--- src/rtl/uwoc_rx_pkg.sv ---
// Shared definitions for the UWOC RX debug blocks.
//   - scan_state_e : state encoding of the phase peak scanner
//   - DefThOn/Off  : default peak_good hysteresis thresholds
//   - UWOC_PHASE_SLICE(vec, k, w) : selects phase k from a flat per-phase count bus

`ifndef UWOC_PHASE_SLICE
`define UWOC_PHASE_SLICE(vec, k, w) vec[(k)*(w) +: (w)]
`endif

package uwoc_rx_pkg;

    typedef enum logic [1:0] {
        StIdle = 2'd0,
        StScan = 2'd1,
        StDone = 2'd2
    } scan_state_e;

    localparam int unsigned DefThOn  = 50;
    localparam int unsigned DefThOff = 30;

endpackage

--- src/rtl/phase_peak_qualifier.sv ---
// Qualifies each published peak: hysteresis on the margin (peak_good) and a
// saturating count of consecutive good scans with an unchanged max index.
// Ports:
//   clk_i, rst_ni   clock, async active-low reset
//   clr_i           synchronous clear of all history
//   publish_i       one-cycle strobe, inputs below are valid
//   idx_i           max index of the scan being published
//   margin_i        max - second of that scan
//   th_on_i/off_i   hysteresis thresholds, sampled on publish only
//   peak_good_o     hysteresis-qualified peak flag
//   stable_cnt_o    consecutive good scans with the same index (saturating)
//   peak_stable_o   stable_cnt_o has reached STABLE_SCANS

module phase_peak_qualifier #(
    parameter int unsigned CNT_WIDTH    = 16,
    parameter int unsigned IDX_W        = 4,
    parameter int unsigned STABLE_SCANS = 4,
    parameter int unsigned STB_W        = 3
) (
    input  logic                 clk_i,
    input  logic                 rst_ni,
    input  logic                 clr_i,
    input  logic                 publish_i,
    input  logic [IDX_W-1:0]     idx_i,
    input  logic [CNT_WIDTH-1:0] margin_i,
    input  logic [CNT_WIDTH-1:0] th_on_i,
    input  logic [CNT_WIDTH-1:0] th_off_i,
    output logic                 peak_good_o,
    output logic [STB_W-1:0]     stable_cnt_o,
    output logic                 peak_stable_o
);

    localparam logic [STB_W-1:0] StbMax = STB_W'(STABLE_SCANS);

    logic             good_q, good_d;
    logic             prev_valid_q, prev_valid_d;
    logic [IDX_W-1:0] prev_idx_q, prev_idx_d;
    logic [STB_W-1:0] stb_q, stb_d;

    always_comb begin
        good_d       = good_q;
        prev_valid_d = prev_valid_q;
        prev_idx_d   = prev_idx_q;
        stb_d        = stb_q;
        if (publish_i) begin
            good_d = good_q ? (margin_i >= th_off_i) : (margin_i >= th_on_i);
            if (!good_d) begin
                stb_d = '0;
            end else if (prev_valid_q && (idx_i == prev_idx_q)) begin
                stb_d = (stb_q == StbMax) ? StbMax : stb_q + STB_W'(1);
            end else begin
                stb_d = STB_W'(1);
            end
            prev_valid_d = 1'b1;
            prev_idx_d   = idx_i;
        end
    end

    always_ff @(posedge clk_i or negedge rst_ni) begin
        if (!rst_ni) begin
            good_q       <= 1'b0;
            prev_valid_q <= 1'b0;
            prev_idx_q   <= '0;
            stb_q        <= '0;
        end else if (clr_i) begin
            good_q       <= 1'b0;
            prev_valid_q <= 1'b0;
            prev_idx_q   <= '0;
            stb_q        <= '0;
        end else begin
            good_q       <= good_d;
            prev_valid_q <= prev_valid_d;
            prev_idx_q   <= prev_idx_d;
            stb_q        <= stb_d;
        end
    end

    assign peak_good_o   = good_q;
    assign stable_cnt_o  = stb_q;
    assign peak_stable_o = (stb_q == StbMax);

endmodule

--- src/rtl/rx_phase_peak_scan.sv ---
// Sequential phase-count peak finder. Snapshots the per-phase counts, scans one
// phase per clock keeping max/second/index, then publishes the result for one
// cycle (result_vld_o) and holds it until the next publish.
// Ports:
//   clk_i, rst_ni     clock, async active-low reset
//   clr_i             synchronous clear: abort scan, drop history, zero outputs
//   scan_start_i      one-cycle scan request (ignored while scanning)
//   auto_rescan_i     level: start a new scan back-to-back
//   phase_count_i     flat count bus, phase k at [k*CNT_WIDTH +: CNT_WIDTH]
//   th_on_i/th_off_i  peak_good hysteresis thresholds
//   busy_o            FSM not idle
//   result_vld_o      pulse, published outputs just updated
//   max_idx_o, max_cnt_o, second_cnt_o, margin_o, tie_o   published scan result
//   peak_good_o, peak_stable_o, stable_cnt_o              qualification
//   scan_count_o      number of published results (wraps)

module rx_phase_peak_scan
    import uwoc_rx_pkg::*;
#(
    parameter int unsigned NUM_PHASE    = 16,
    parameter int unsigned CNT_WIDTH    = 16,
    parameter int unsigned STABLE_SCANS = 4,
    localparam int unsigned IDX_W       = $clog2(NUM_PHASE),
    localparam int unsigned STB_W       = $clog2(STABLE_SCANS + 1)
) (
    input  logic                           clk_i,
    input  logic                           rst_ni,
    input  logic                           clr_i,
    input  logic                           scan_start_i,
    input  logic                           auto_rescan_i,
    input  logic [NUM_PHASE*CNT_WIDTH-1:0] phase_count_i,
    input  logic [CNT_WIDTH-1:0]           th_on_i,
    input  logic [CNT_WIDTH-1:0]           th_off_i,
    output logic                           busy_o,
    output logic                           result_vld_o,
    output logic [IDX_W-1:0]               max_idx_o,
    output logic [CNT_WIDTH-1:0]           max_cnt_o,
    output logic [CNT_WIDTH-1:0]           second_cnt_o,
    output logic [CNT_WIDTH-1:0]           margin_o,
    output logic                           tie_o,
    output logic                           peak_good_o,
    output logic                           peak_stable_o,
    output logic [STB_W-1:0]               stable_cnt_o,
    output logic [31:0]                    scan_count_o
);

    localparam logic [IDX_W-1:0] LastIdx = IDX_W'(NUM_PHASE - 1);

    scan_state_e          state_q, state_d;
    logic [CNT_WIDTH-1:0] snap_q [NUM_PHASE];
    logic [IDX_W-1:0]     ptr_q, ptr_d;
    logic [CNT_WIDTH-1:0] wmax_q, wmax_d;
    logic [CNT_WIDTH-1:0] wsec_q, wsec_d;
    logic [IDX_W-1:0]     widx_q, widx_d;

    logic [IDX_W-1:0]     max_idx_q;
    logic [CNT_WIDTH-1:0] max_cnt_q, second_cnt_q, margin_q;
    logic                 tie_q, result_vld_q;
    logic [31:0]          scan_count_q;

    logic                 start;
    logic                 load_snap;
    logic                 publish;
    logic [CNT_WIDTH-1:0] cur;
    logic [CNT_WIDTH-1:0] margin_w;

    assign start    = scan_start_i | auto_rescan_i;
    assign cur      = snap_q[ptr_q];
    // Second never exceeds max, so this cannot underflow.
    assign margin_w = wmax_q - wsec_q;

    always_comb begin
        state_d   = state_q;
        ptr_d     = ptr_q;
        wmax_d    = wmax_q;
        wsec_d    = wsec_q;
        widx_d    = widx_q;
        load_snap = 1'b0;
        publish   = 1'b0;
        unique case (state_q)
            StIdle: begin
                if (start) begin
                    state_d   = StScan;
                    load_snap = 1'b1;
                    ptr_d     = '0;
                    wmax_d    = '0;
                    wsec_d    = '0;
                    widx_d    = '0;
                end
            end
            StScan: begin
                // Strict compares: on equal counts the earlier index keeps the max.
                if (cur > wmax_q) begin
                    wsec_d = wmax_q;
                    wmax_d = cur;
                    widx_d = ptr_q;
                end else if (cur > wsec_q) begin
                    wsec_d = cur;
                end
                ptr_d = ptr_q + IDX_W'(1);
                if (ptr_q == LastIdx) begin
                    state_d = StDone;
                end
            end
            StDone: begin
                publish = 1'b1;
                if (start) begin
                    state_d   = StScan;
                    load_snap = 1'b1;
                    ptr_d     = '0;
                    wmax_d    = '0;
                    wsec_d    = '0;
                    widx_d    = '0;
                end else begin
                    state_d = StIdle;
                end
            end
            default: state_d = StIdle;
        endcase
    end

    always_ff @(posedge clk_i or negedge rst_ni) begin
        if (!rst_ni) begin
            for (int k = 0; k < int'(NUM_PHASE); k++) snap_q[k] <= '0;
        end else if (load_snap && !clr_i) begin
            for (int k = 0; k < int'(NUM_PHASE); k++) begin
                snap_q[k] <= `UWOC_PHASE_SLICE(phase_count_i, k, CNT_WIDTH);
            end
        end
    end

    always_ff @(posedge clk_i or negedge rst_ni) begin
        if (!rst_ni) begin
            state_q      <= StIdle;
            ptr_q        <= '0;
            wmax_q       <= '0;
            wsec_q       <= '0;
            widx_q       <= '0;
            max_idx_q    <= '0;
            max_cnt_q    <= '0;
            second_cnt_q <= '0;
            margin_q     <= '0;
            tie_q        <= 1'b0;
            result_vld_q <= 1'b0;
            scan_count_q <= '0;
        end else if (clr_i) begin
            state_q      <= StIdle;
            ptr_q        <= '0;
            wmax_q       <= '0;
            wsec_q       <= '0;
            widx_q       <= '0;
            max_idx_q    <= '0;
            max_cnt_q    <= '0;
            second_cnt_q <= '0;
            margin_q     <= '0;
            tie_q        <= 1'b0;
            result_vld_q <= 1'b0;
            scan_count_q <= '0;
        end else begin
            state_q      <= state_d;
            ptr_q        <= ptr_d;
            wmax_q       <= wmax_d;
            wsec_q       <= wsec_d;
            widx_q       <= widx_d;
            result_vld_q <= publish;
            if (publish) begin
                max_idx_q    <= widx_q;
                max_cnt_q    <= wmax_q;
                second_cnt_q <= wsec_q;
                margin_q     <= margin_w;
                tie_q        <= (margin_w == '0);
                scan_count_q <= scan_count_q + 32'd1;
            end
        end
    end

    phase_peak_qualifier #(
        .CNT_WIDTH    (CNT_WIDTH),
        .IDX_W        (IDX_W),
        .STABLE_SCANS (STABLE_SCANS),
        .STB_W        (STB_W)
    ) u_qualifier (
        .clk_i         (clk_i),
        .rst_ni        (rst_ni),
        .clr_i         (clr_i),
        .publish_i     (publish),
        .idx_i         (widx_q),
        .margin_i      (margin_w),
        .th_on_i       (th_on_i),
        .th_off_i      (th_off_i),
        .peak_good_o   (peak_good_o),
        .stable_cnt_o  (stable_cnt_o),
        .peak_stable_o (peak_stable_o)
    );

    assign busy_o       = (state_q != StIdle);
    assign result_vld_o = result_vld_q;
    assign max_idx_o    = max_idx_q;
    assign max_cnt_o    = max_cnt_q;
    assign second_cnt_o = second_cnt_q;
    assign margin_o     = margin_q;
    assign tie_o        = tie_q;
    assign scan_count_o = scan_count_q;

endmodule

--- config.mk ---
export PLATFORM = sky130hd
export DESIGN_NAME = rx_phase_peak_scan
export DESIGN_NICKNAME = d
export VERILOG_FILES = /design/src/rtl/uwoc_rx_pkg.sv /design/src/rtl/phase_peak_qualifier.sv /design/src/rtl/rx_phase_peak_scan.sv
export SDC_FILE = /design/constraint.sdc
export NUM_CORES = 1
export LEC_CHECK = 0
export CELL_PAD_IN_SITES_DETAIL_PLACEMENT = 0
export CELL_PAD_IN_SITES_GLOBAL_PLACEMENT = 1
export CORE_MARGIN = 3
export CORE_UTILIZATION = 42
export DETAILED_ROUTE_END_ITERATION = 16
export GPL_ROUTABILITY_DRIVEN = 0
export HOLD_SLACK_MARGIN = 0.05
export PLACE_DENSITY_LB_ADDON = 0.1
export REMOVE_ABC_BUFFERS = 1
export SYNTH_ARGS = -nofsm -noshare
export SYNTH_HDL_FRONTEND = slang
export SYNTH_SLANG_ARGS = --single-unit
--- constraint.sdc ---
create_clock -name clk_i -period 5.1 [get_ports clk_i]
set_input_delay 1.02 -clock clk_i [delete_from_list [all_inputs] [get_ports clk_i]]
set_output_delay 1.02 -clock clk_i [all_outputs]
set_load 0.1 [all_outputs]
==> run metrics <==
status=complete, no violations; drt pass-1 iters=5; type of element capturing the critical path=flip-flop; #FFs+latches synth=389; CP Data Required Time=5550 ps; gr usage total=21.8%; area leader, netlist=dfrtp_1; sequential share of the synthesized area=49.2%; most common cell type on the critical path=o21a_1; Slew @ Worst Pin=1220 ps; post-detail-place hpwl=39500 um; Die Wd=223 um; remaining antenna violation count=0; Startpoint Class=flip-flop; syn avg cell area=12.3 um^2; crit-path cells=buf_4, mux4_1, mux4_2, ha_1, nor2b_1, o21a_1, o21a_1, o21ai_1, a21oi_1, a2111oi_0, o21bai_2, mux2_4; initial antenna violation count=5; via count=14.0k; Hold WS=408 ps; RSZ-0062 raised after global routing=false; global-route wire length before repair=85400 um; CTS tree=yes; Die Footprint=0.0497 mm^2; CTS H-tree depth=2; clock sinks=389; Synth-to-Final Area Change=30.3%; Yosys warning count=0; max incr delay on CP=720 ps; most common cell after layout, fill and taps aside=dfrtp_1; Die H=223 um; Mapped Area=0.0198 mm^2; clock root cell=clkbuf_16; Final nets=2352; post-CTS setup buffers=0; final setup violation count=0; via-per-instance ratio=5.36; Post-Route WL=54300 um; Tcrit/Tclk final=90.8%; TritonCTS buffer count=45; slowest CP cell=dfrtp_4; max_slew headroom=18.4%; Finished Core Util=56.1%; EDFF count, synth=0; CORE AREA=0.0460 mm^2; share of post-route cells with drive strength above 1=12.5%; Synth Instances=1604; drc violations=0; pwr dens=393 mW/mm^2; worst path arrival time=5080 ps; Distinct cells, synth=70; WP buf/inv=1; Routed WL per cell=20.8 um; Max FO, Critical Path=20; largest cells by area after synthesis=dfrtp_1, mux2_1, mux4_2, ha_1, nand2_1; ys async rst share=100%; max-capacitance violation count=0; I/O pin cnt=385; Max Slew Vio Count=0; DR iter-0 viols=820; Final TNS setup=0 ps; CP top delay family=compound AO/OA/AOI/OAI gates; Initial Util=43.0%; Placed Instances=2528; clock buffer depth=3; Finished Layout Cells=2609; VDD IR-drop max=233 uV; number of global-route vias before repair=14.8k; total global routing overflow=0; IO buf count=384; area share of the leading cell type in the synthesized netlist=49.2%; Site Rows=78; Leak=10.7 nW; Hold Violations, Final=0; clock latency on the worst-skew pair=580 ps; Final min period=4630 ps; fmax=0.216 GHz; post-CTS sizing=0; clock-pin slew on the worst setup and hold paths=60 ps; ys flop type=dfrtp_1; most frequent cells in the layout=dfrtp_1, clkdlybuf4s50_1, mux2_1, nand2_1, inv_1; CTS Hold Bufs=0; Clock Skew=19.9 ps; Setup CP Type=reg2reg; Tightest Hold Check Type=in2async; pin count of the biggest net entering global routing=114
-- Yosys cell counts (23+ instances only) --
| library cell | n |
|---|---|
| mux4_2 | 76 |
| inv_1 | 84 |
| buf_1 | 28 |
| xnor2_1 | 23 |
| mux2_1 | 220 |
| a21oi_1 | 81 |
| mux2_2 | 43 |
| o21ai_1 | 39 |
| a21o_1 | 24 |
| nand2_1 | 150 |
| nor2_1 | 55 |
| ha_1 | 83 |
| clkbuf_1 | 48 |
| dfrtp_1 | 389 |
-- through the flow --
stage / power (W) / worst slack (ps) / area, um^2
after floorplan: 0.00596 / -3670 / 19400
after global placement: 0.00690 / 554 / 24300
after detailed placement: 0.00700 / 466 / 24300
after CTS: 0.0102 / 434 / 25800
after global routing: 0.0107 / 166 / 25800
final: 0.0101 / 467 / 25800
-- worst register-to-register path, delay by kind of cell, from the launching register on --
family	cells	cell delay [ps]
multiplexers	3	1520
flip-flops	1	720
adder cells (fa/ha/maj)	1	320
buffers and inverters	1	260
AO/OA/AOI/OAI	6	1540
AND/OR/NAND/NOR	1	130
-- power by group --
group | internal, W | switching [W] | total, W
clock | 0.00187 | 0.00132 | 0.00319
sequential | 0.00362 | 0.000331 | 0.00395
combinational | 0.00152 | 0.00146 | 0.00299
total | 0.00702 | 0.00311 | 0.0101
-- per-layer routing --
layer  part of all wire (%)  track usage, %
met3                    6.2            4.62
met1                     44            29.7
met2                     48            35.7
met5                  0.088               0
met4                    1.9            5.29
-- final cells by class --
| class | count | area, um^2 |
|---|---|---|
| fillers | 3927 | 20200 |
| flip-flops and latches | 389 | 9740 |
| multi-input cells | 1041 | 9370 |
| repair buffers | 414 | 4140 |
| clock buffers | 71 | 1350 |
| well taps | 600 | 751 |
| inverters | 84 | 315 |
| clock inverters | 9 | 101 |
| diodes | 1 | 2.50 |
-- worst paths after layout --
check	end	slack, ps	cells after the start	from
max in group asynchronous	ptr_q[2]	3560	2	rst_ni
hold reg to reg	tie_o	480	2	tie_o
setup / recovery	wsec_q[7]	470	12	ptr_q[0]
setup reg to reg	wsec_q[7]	470	12	ptr_q[0]
min in group clk_i	tie_o	480	2	tie_o
hold / removal	margin_o[0]	410	1	rst_ni
-- registers in the layout, summed over array words and instances, names as in the netlist --
| signal | cells |
|---|---|
| u_qualifier.prev_valid_q | 1 |
| wsec_q | 16 |
| tie_o | 1 |
| u_qualifier.prev_idx_q | 4 |
| margin_o | 16 |
| wmax_q | 16 |
| u_qualifier.peak_good_o | 1 |
| second_cnt_o | 16 |
| widx_q | 4 |
| max_cnt_o | 16 |
| result_vld_o | 1 |
| ptr_q | 4 |
| u_qualifier.stable_cnt_o | 3 |
| state_q | 2 |
| snap_q | 256 |
| scan_count_o | 32 |
-- logic make-up after synthesis --
kind of cell | synth area share [%]
DFF | 49.2
muxes | 24.9
and+or+nand+nor | 8.08
AOI/OAI and AO/OA | 7.01
buffers and inverters | 3.62
adders and majority gates | 5.35
xor gates and xnor gates | 1.86
(Power assumes the default switching activity.)
